==> src/rtl/mcu_pc_pkg.sv <==
// Shared types and constants for the fetch-stage PC sequencer.
package mcu_pc_pkg;

  typedef logic [1:0] pc_state_t;

  localparam pc_state_t ST_BOOT = 2'd0;
  localparam pc_state_t ST_RUN  = 2'd1;
  localparam pc_state_t ST_TRAP = 2'd2;

  localparam logic [31:0] PC_STEP          = 32'd4;
  localparam logic [31:0] DEF_RESET_VECTOR = 32'h0000_0000;
  localparam logic [31:0] DEF_TRAP_VECTOR  = 32'h0000_0080;

  function automatic logic [31:0] word_align(input logic [31:0] addr);
    return addr & ~32'h0000_0003;
  endfunction

endpackage

==> src/rtl/pc_trap_ctrl.sv <==
// Interrupt bookkeeping: pending latch, interrupt enable and saved return address.
module pc_trap_ctrl
  import mcu_pc_pkg::*;
#(
  parameter logic IE_RESET = 1'b1
) (
  input  logic        clk,
  input  logic        rst,
  input  logic        i_irq,
  input  logic        i_accept,
  input  logic        i_eret,
  input  logic [31:0] i_ret_addr,
  output logic        o_irq_pending,
  output logic        o_ie,
  output logic [31:0] o_epc
);

  logic        r_pending;
  logic        r_ie;
  logic [31:0] r_epc;

  always_ff @(posedge clk) begin
    if (rst) begin
      r_pending <= 1'b0;
      r_ie      <= IE_RESET;
      r_epc     <= 32'h0;
    end else begin
      // A still-asserted level request re-arms the latch in the acceptance cycle.
      if (i_accept) r_pending <= 1'b0;
      if (i_irq)    r_pending <= 1'b1;

      if (i_accept)    r_ie <= 1'b0;
      else if (i_eret) r_ie <= 1'b1;

      if (i_accept) r_epc <= word_align(i_ret_addr);
    end
  end

  assign o_irq_pending = r_pending;
  assign o_ie          = r_ie;
  assign o_epc         = r_epc;

endmodule

==> src/rtl/pc_sequencer.sv <==
// Next-PC controller: arbitrates sequential, branch, jump, interrupt entry and
// return, and drives the PC register input and the fetch request.
module pc_sequencer
  import mcu_pc_pkg::*;
#(
  parameter logic [31:0] RESET_VECTOR = DEF_RESET_VECTOR,
  parameter logic [31:0] TRAP_VECTOR  = DEF_TRAP_VECTOR,
  parameter logic        IE_RESET     = 1'b1
) (
  input  logic        clk,
  input  logic        rst,
  input  logic [31:0] pc,
  input  logic        imem_ready,
  input  logic        stall,
  input  logic        branch_taken,
  input  logic [31:0] branch_target,
  input  logic        jump,
  input  logic [31:0] jump_target,
  input  logic        eret,
  input  logic        irq,
  output logic [31:0] pc_next,
  output logic        imem_req,
  output logic        flush,
  output logic        irq_ack,
  output logic [31:0] epc,
  output logic        ie
);

  pc_state_t   r_state;
  pc_state_t   w_state_d;
  logic        w_advance;
  logic        w_accept;
  logic        w_eret_fire;
  logic        w_irq_pending;
  logic [31:0] w_pc_inc;

  assign w_advance = imem_ready & ~stall;
  assign w_pc_inc  = pc + PC_STEP;

  pc_trap_ctrl #(
    .IE_RESET (IE_RESET)
  ) u_trap_ctrl (
    .clk           (clk),
    .rst           (rst),
    .i_irq         (irq),
    .i_accept      (w_accept),
    .i_eret        (w_eret_fire),
    .i_ret_addr    (w_pc_inc),
    .o_irq_pending (w_irq_pending),
    .o_ie          (ie),
    .o_epc         (epc)
  );

  always_comb begin
    w_state_d   = r_state;
    pc_next     = pc;
    imem_req    = 1'b0;
    flush       = 1'b0;
    irq_ack     = 1'b0;
    w_accept    = 1'b0;
    w_eret_fire = 1'b0;
    case (r_state)
      ST_BOOT: begin
        pc_next   = word_align(RESET_VECTOR);
        w_state_d = ST_RUN;
      end
      ST_RUN: begin
        imem_req = 1'b1;
        if (w_advance) begin
          // Redirects outrank interrupt entry; the request stays pending.
          if (eret) begin
            pc_next     = epc;
            flush       = 1'b1;
            w_eret_fire = 1'b1;
          end else if (jump) begin
            pc_next = word_align(jump_target);
            flush   = 1'b1;
          end else if (branch_taken) begin
            pc_next = word_align(branch_target);
            flush   = 1'b1;
          end else if (w_irq_pending && ie) begin
            pc_next   = word_align(TRAP_VECTOR);
            flush     = 1'b1;
            irq_ack   = 1'b1;
            w_accept  = 1'b1;
            w_state_d = ST_TRAP;
          end else begin
            pc_next = w_pc_inc;
          end
        end
      end
      ST_TRAP: begin
        w_state_d = ST_RUN;
      end
      default: begin
        w_state_d = ST_BOOT;
      end
    endcase
  end

  always_ff @(posedge clk) begin
    if (rst) r_state <= ST_BOOT;
    else     r_state <= w_state_d;
  end

endmodule
==> config.mk <==
export PLATFORM = sky130hd
export DESIGN_NAME = pc_sequencer
export DESIGN_NICKNAME = d
export VERILOG_FILES = /design/src/rtl/mcu_pc_pkg.sv /design/src/rtl/pc_trap_ctrl.sv /design/src/rtl/pc_sequencer.sv
export SDC_FILE = /design/constraint.sdc
export NUM_CORES = 1
export LEC_CHECK = 0
export BUFFER_PORTS_ARGS = -buffer_cell sky130_fd_sc_hd__buf_2
export CORE_MARGIN = 1.5
export CORE_UTILIZATION = 29
export CTS_BUF_LIST = sky130_fd_sc_hd__clkbuf_4 sky130_fd_sc_hd__clkbuf_8
export DETAILED_ROUTE_END_ITERATION = 10
export GPL_TIMING_DRIVEN = 0
export HOLD_SLACK_MARGIN = 0.15
export PLACE_DENSITY = 0.67
export SETUP_SLACK_MARGIN = 0.05
export SLEW_MARGIN = 15
export SYNTH_ARGS = -nofsm -noshare
export SYNTH_HDL_FRONTEND = slang
export SYNTH_SLANG_ARGS = --single-unit
==> constraint.sdc <==
create_clock -name clk -period 5.1 [get_ports clk]
set_input_delay 0.765 -clock clk [delete_from_list [all_inputs] [get_ports clk]]
set_output_delay 0.765 -clock clk [all_outputs]
set_load 0.02 [all_outputs]
* Yosys cells after proc, flatten, opt, wreduce, memory -nomap -nowiden
Index checks and enable logic that the tools add are counted.
Widths: inputs -> output; s select.
** Cells by class
- $add $sub $neg :: 1
- Bitwise operators :: 2
- Equality and inequality tests :: 7
- Reductions and logical operators :: 6
- Multiplexer cells :: 31
** Operators with widths (count)
- $mux 32 :: 5
- $pmux 32 s2 :: 1
- $add 32x3->32 const B :: 1
- $mux 1 :: 19
- $mux 2 :: 5
- $ne 2x2->1 const B :: 5
- $reduce_and 5->1 :: 1
- $pmux 2 s2 :: 1
- $reduce_bool 2->1 :: 2
- $eq 2x1->1 const B :: 1
- $eq 2x2->1 const B :: 1
- $logic_not 2->1 :: 1
- $reduce_or 2->1 :: 1
- $and 1x1->1 :: 1
- $logic_and 1x1->1 :: 1
- $not 1->1 :: 1
** Word-level totals
- Flip-flop bits (word level) :: 34
- Output and inout bits :: 68
- Word-level logic and storage cells :: 51
- Bits of input ports :: 104

* Depth between registers and ports, before layout
- Depth in word-level cells :: 9
- Gate-level depth with buffers :: 8
- Mapped depth without buffers :: 6

* Hierarchy
A second synthesis with hierarchy kept.
** Unflattened totals
- Cells, all modules :: 461
- Area, all modules :: 3432.0 µm²
** By module, submodules not included
- pc_sequencer :: times used 1, area an instance 2249.7 µm², seq. area each 40.0 µm², cells each 354
- pc_trap_ctrl :: times used 1, area an instance 1182.4 µm², seq. area each 640.6 µm², cells each 107

* Worst setup path before layout
OpenSTA, ideal clock, no wires.
- Path kind :: input-to-output
- Start :: input pc[2]
- End :: output pc_next[20]
- Path buffers :: 0
- Arrival time :: 2434 ps
- Stages :: 6
- Slack :: 1901 ps
- Data required time :: 4335 ps
- Cells stage by stage :: ha_1 -> nand4_2 -> nor3_4 -> nand2_1 -> mux2i_1 -> o41ai_1
** On the way
- Word-level cells in the longest chain between the ends :: 7
** Ends and longest elaborated chain
- from (decl) :: RTL line pc_sequencer.sv:12 : input logic [31:0] pc,
- $add 32x3->32 :: RTL line pc_sequencer.sv:38 : assign w_pc_inc = pc + PC_STEP;
- $mux 32 :: RTL line pc_sequencer.sv:81 : end else if (w_irq_pending && ie) begin
- $mux 32 :: RTL line pc_sequencer.sv:78 : end else if (branch_taken) begin
- $mux 32 :: RTL line pc_sequencer.sv:75 : end else if (jump) begin
- $mux 32 :: RTL line pc_sequencer.sv:71 : if (eret) begin
- $mux 32 :: RTL line pc_sequencer.sv:69 : if (w_advance) begin
- $pmux 32 s2 :: RTL line pc_sequencer.sv:62 : case (r_state)
- to (decl) :: RTL line pc_sequencer.sv:21 : output logic [31:0] pc_next,
No other way between the ends.

* Final worst setup path
- Start :: register r_state[0]
- End :: output pc_next[30]
** On the way
- Word-level cells in the longest chain between the ends :: 2
- Elaborated cells on any way between the ends :: 3
- Those cells by class :: 1 x eq/ne; 1 x mux; 1 x reduce/logical
** Ends and longest elaborated chain
- from (decl) :: RTL line pc_sequencer.sv:29 : pc_state_t r_state;
- from (signal assigned) :: RTL line pc_sequencer.sv:103 : else r_state <= w_state_d;
- $eq 2x1->1 / $logic_not 2->1 (equally long branches) :: RTL line pc_sequencer.sv:62
- $pmux 32 s2 (*) :: RTL line pc_sequencer.sv:62
Every way passes the cells marked *; elsewhere a longest branch is shown, timed or not.

==> flow_metrics.tcl <==
set metrics [dict create \
    setup-violations-final 0 \
    cts-hold-fix-buffers 0 \
    globalplace.congestion 0.901 \
    top_family_by_delay_on_critical_path "simple AND/OR/NAND/NOR gates" \
    overall_track_demand_over_capacity_in_global_routing_pct 25.7 \
    synthesis.area_um2 3510 \
    async_reset_ff_share_pct 0 \
    routed_wirelength_mm 17.0 \
    p_sw_uw 306 \
    placement.io_buffers 162 \
    power-per-cell-area_nw_per_um2 170 \
    fmax_mhz 268 \
    postSynthCellCount 470 \
    firstDrtPassIters 5 \
    holdPathStages 2 \
    nets 745 \
    fin_ws_ps 1360 \
    synth.yosys.warnings 0 \
    worst-r2r-cell-count 8 \
    holdWs_ps 497 \
    flip_flop_and_latch_count_after_synthesis 34 \
    cts_tree "built" \
    boundaryPins 172 \
    max-vdd-ir-drop_uv 96.2 \
    ant_nets 0 \
    cp.arrival_ps 2970 \
    crit_slowest_cell "sky130_fd_sc_hd__nor2_1" \
    cts.root.buffer_cell "sky130_fd_sc_hd__clkbuf_8" \
    drt-wirelength-per-cell_um 21.7 \
    min-delay-start "u_trap_ctrl.o_epc[3]" \
    core_area_um2 11600 \
    grt_pass1_wl_mm 25.0 \
    synth_ff_type "sky130_fd_sc_hd__dfxtp_1" \
    die_h_um 113 \
    share_of_synthesized_area_occupied_by_flip_flops_and_latches_pct 19.4 \
    p_clk_share_pct 29.6 \
    run_status "completed" \
    timing.rr.start "r_state[1]" \
    dpl_worst_slack_ps 1470 \
    p_int_uw 473 \
    crit_type "flop to output port" \
    core.rowCount 39 \
    number_of_global_route_vias_before_repair 4406 \
    cp-start-kind "flop" \
    timing.max_cap.violations 0 \
    whs_endpoint "u_trap_ctrl.o_epc[3]" \
    global_route.overflow_total 0 \
    post_cts.resized_instances 0 \
    holdCritPathClass "flop to flop" \
    timing.critical_path.required_ps 4340 \
    dr_total_vias 4702 \
    path_clk_slew_ps 80 \
    clock_tree.htree_level_count 2 \
    syn-mean-instance-area_um2 7.46 \
    clk_latency_ps 300 \
    design_power_total_uw 779 \
    relSlewSlack_pct 35.6 \
    static-leakage-power_uw 0.00201 \
    tritoncts.num_buffers 5 \
    final.setup.tns_ps 0 \
    timing_worst_slew_pin_value_ps 965 \
    timing.reg2reg.setup_slack_ps 2920 \
    final_min_period_over_clock_period_pct 73.3 \
    cts_setup_buffers 0 \
    grt_max_degree 12 \
    crit_buf_inv 3 \
    route.detailed.drc 0 \
    regToRegEndpoint "u_trap_ctrl.o_epc[10]" \
    final_max_slew_viol_count 0 \
    synth-edff-count 0 \
    die_area_um2 12800 \
    switching_share_pct 39.3 \
    first_iter_violations 516 \
    detailedPlacementHpwl_mm 12.8 \
    floorplan.die.width_um 113 \
    start_util_pct 30.2 \
    antenna_found_initial 0 \
    ctsLongestPathBuffers 2 \
    crit_path_end_kind "output port" \
    syn_to_final_growth_pct 31.0 \
    post-route-min-period_ps 3740 \
    power.share.sequential_pct 34.6 \
    share_comb_of_total_power_pct 35.8 \
    final_layout_size_suffix_gt1_share_pct 34.9 \
    finalClockSkew_ps 7.81 \
    path_cells "clkbuf_1, or2_2, clkbuf_1, nand2_1, nor2_1, o21ai_0, o21ai_0, buf_2" \
    rsz_0062_raised_after_global_routing "false" \
    crit_fanout 8 \
    finalHoldViolCount 0 \
    ys_types 65 \
    antenna_cells_inserted 0 \
    avgViaCountPerCell 6.00 \
    cts_sinks 34 \
    worst_path_largest_cell_delay_ps 540 \
]
## flip-flops by register name, summed over array words and instances (netlist names)
signal / count
u_trap_ctrl.o_irq_pending: 1
u_trap_ctrl.o_ie: 1
r_state: 2
u_trap_ctrl.o_epc: 30
## worst max-delay path by stage
stage	from	end	slack, ps	cells after the start
5_1_grt	r_state[0]	pc_next[30]	1200	8
3_3_place_gp	eret	pc_next[15]	1500	8
3_5_place_dp	eret	pc_next[15]	1470	8
4_1_cts	r_state[0]	pc_next[30]	1450	8
2_1_floorplan	pc[2]	pc_next[20]	1900	6
6_report	r_state[0]	pc_next[30]	1360	8
## worst reg2reg max path, delay by kind of cell (launching register included)
family	cells	cell delay, ps
flip-flops	1	310
multiplexers	1	200
AND/OR/NAND/NOR	4	1020
buffers and inverters	3	520
## synthesized netlist by cell type (8+ instances only)
master / instances / area share (%)
sky130_fd_sc_hd__a22oi_1: 15 / 3.2
sky130_fd_sc_hd__inv_1: 8 / 0.86
sky130_fd_sc_hd__a211oi_2: 21 / 7.5
sky130_fd_sc_hd__o21ai_0: 44 / 6.3
sky130_fd_sc_hd__a21oi_1: 21 / 3.0
sky130_fd_sc_hd__a221oi_1: 12 / 3.0
sky130_fd_sc_hd__nor2_1: 59 / 6.3
sky130_fd_sc_hd__nand2_1: 34 / 3.6
sky130_fd_sc_hd__xor2_1: 23 / 5.7
sky130_fd_sc_hd__clkbuf_1: 22 / 2.4
sky130_fd_sc_hd__dfxtp_1: 34 / 19
sky130_fd_sc_hd__mux2i_1: 10 / 2.9
sky130_fd_sc_hd__nor3_1: 11 / 1.6
sky130_fd_sc_hd__nand3_1: 20 / 2.9
## through the flow
stage               cells  area [µm²]  utilization [%]
finish                784        4600             39.6
global route          784        4600             39.6
CTS                   784        4600             39.6
detailed placement    776        4500             38.8
global placement      776        4500             38.8
floorplan             471        3510                -
## cells in the final DEF, fill, tap and decap left out, drive strengths merged, types with 8 or more instances in the layout
master / Yosys / routed
nor2: 60 / 60
mux2i: 10 / 10
a21oi: 21 / 21
buf: 20 / 182
nand2: 37 / 37
o21ai: 46 / 46
nor3: 12 / 12
dfxtp: 34 / 34
a211oi: 21 / 21
nand3: 22 / 22
a22oi: 15 / 15
clkbuf: 22 / 28
inv: 8 / 8
a221oi: 12 / 12
xor2: 23 / 23
## routing by layer
metal / wire length, µm / GRT usage (%)
met5: 0 / 0
met3: 1770 / 4.50
met4: 740 / 11.5
met2: 7520 / 41.1
met1: 7030 / 33.9
## logic make-up (layout without fill, tap and decap cells)
logic type      count (synthesis)  in the layout  share of synthesized area, %
other cells                     1              2                         0.107
mux                            10             10                          2.85
buf+inv                        52            222                          7.28
compound gates                172            172                          37.4
fa+ha+maj                       1              1                         0.357
xor+xnor                       28             28                          6.99
simple gates                  172            172                          25.6
flops                          34             34                          19.4
## cell type report
class	count	area (µm²)
tap	143	179
fill	1245	7020
clock inverter	2	12.5
clock buffer	6	82.6
inverter	10	42.5
buffer	42	213
multi-input combinational	385	2580
sequential	34	681
timing repair buffer	162	811
## power groups by stage
stage / logic [µW] / clock network [µW] / registers, µW
floorplan: 146 / 0 / 277
global placement: 268 / 0 / 275
detailed placement: 272 / 0 / 276
CTS: 273 / 230 / 269
global route: 296 / 242 / 270
finish: 279 / 231 / 270
Note: power is estimated with default switching activity, not from simulation.
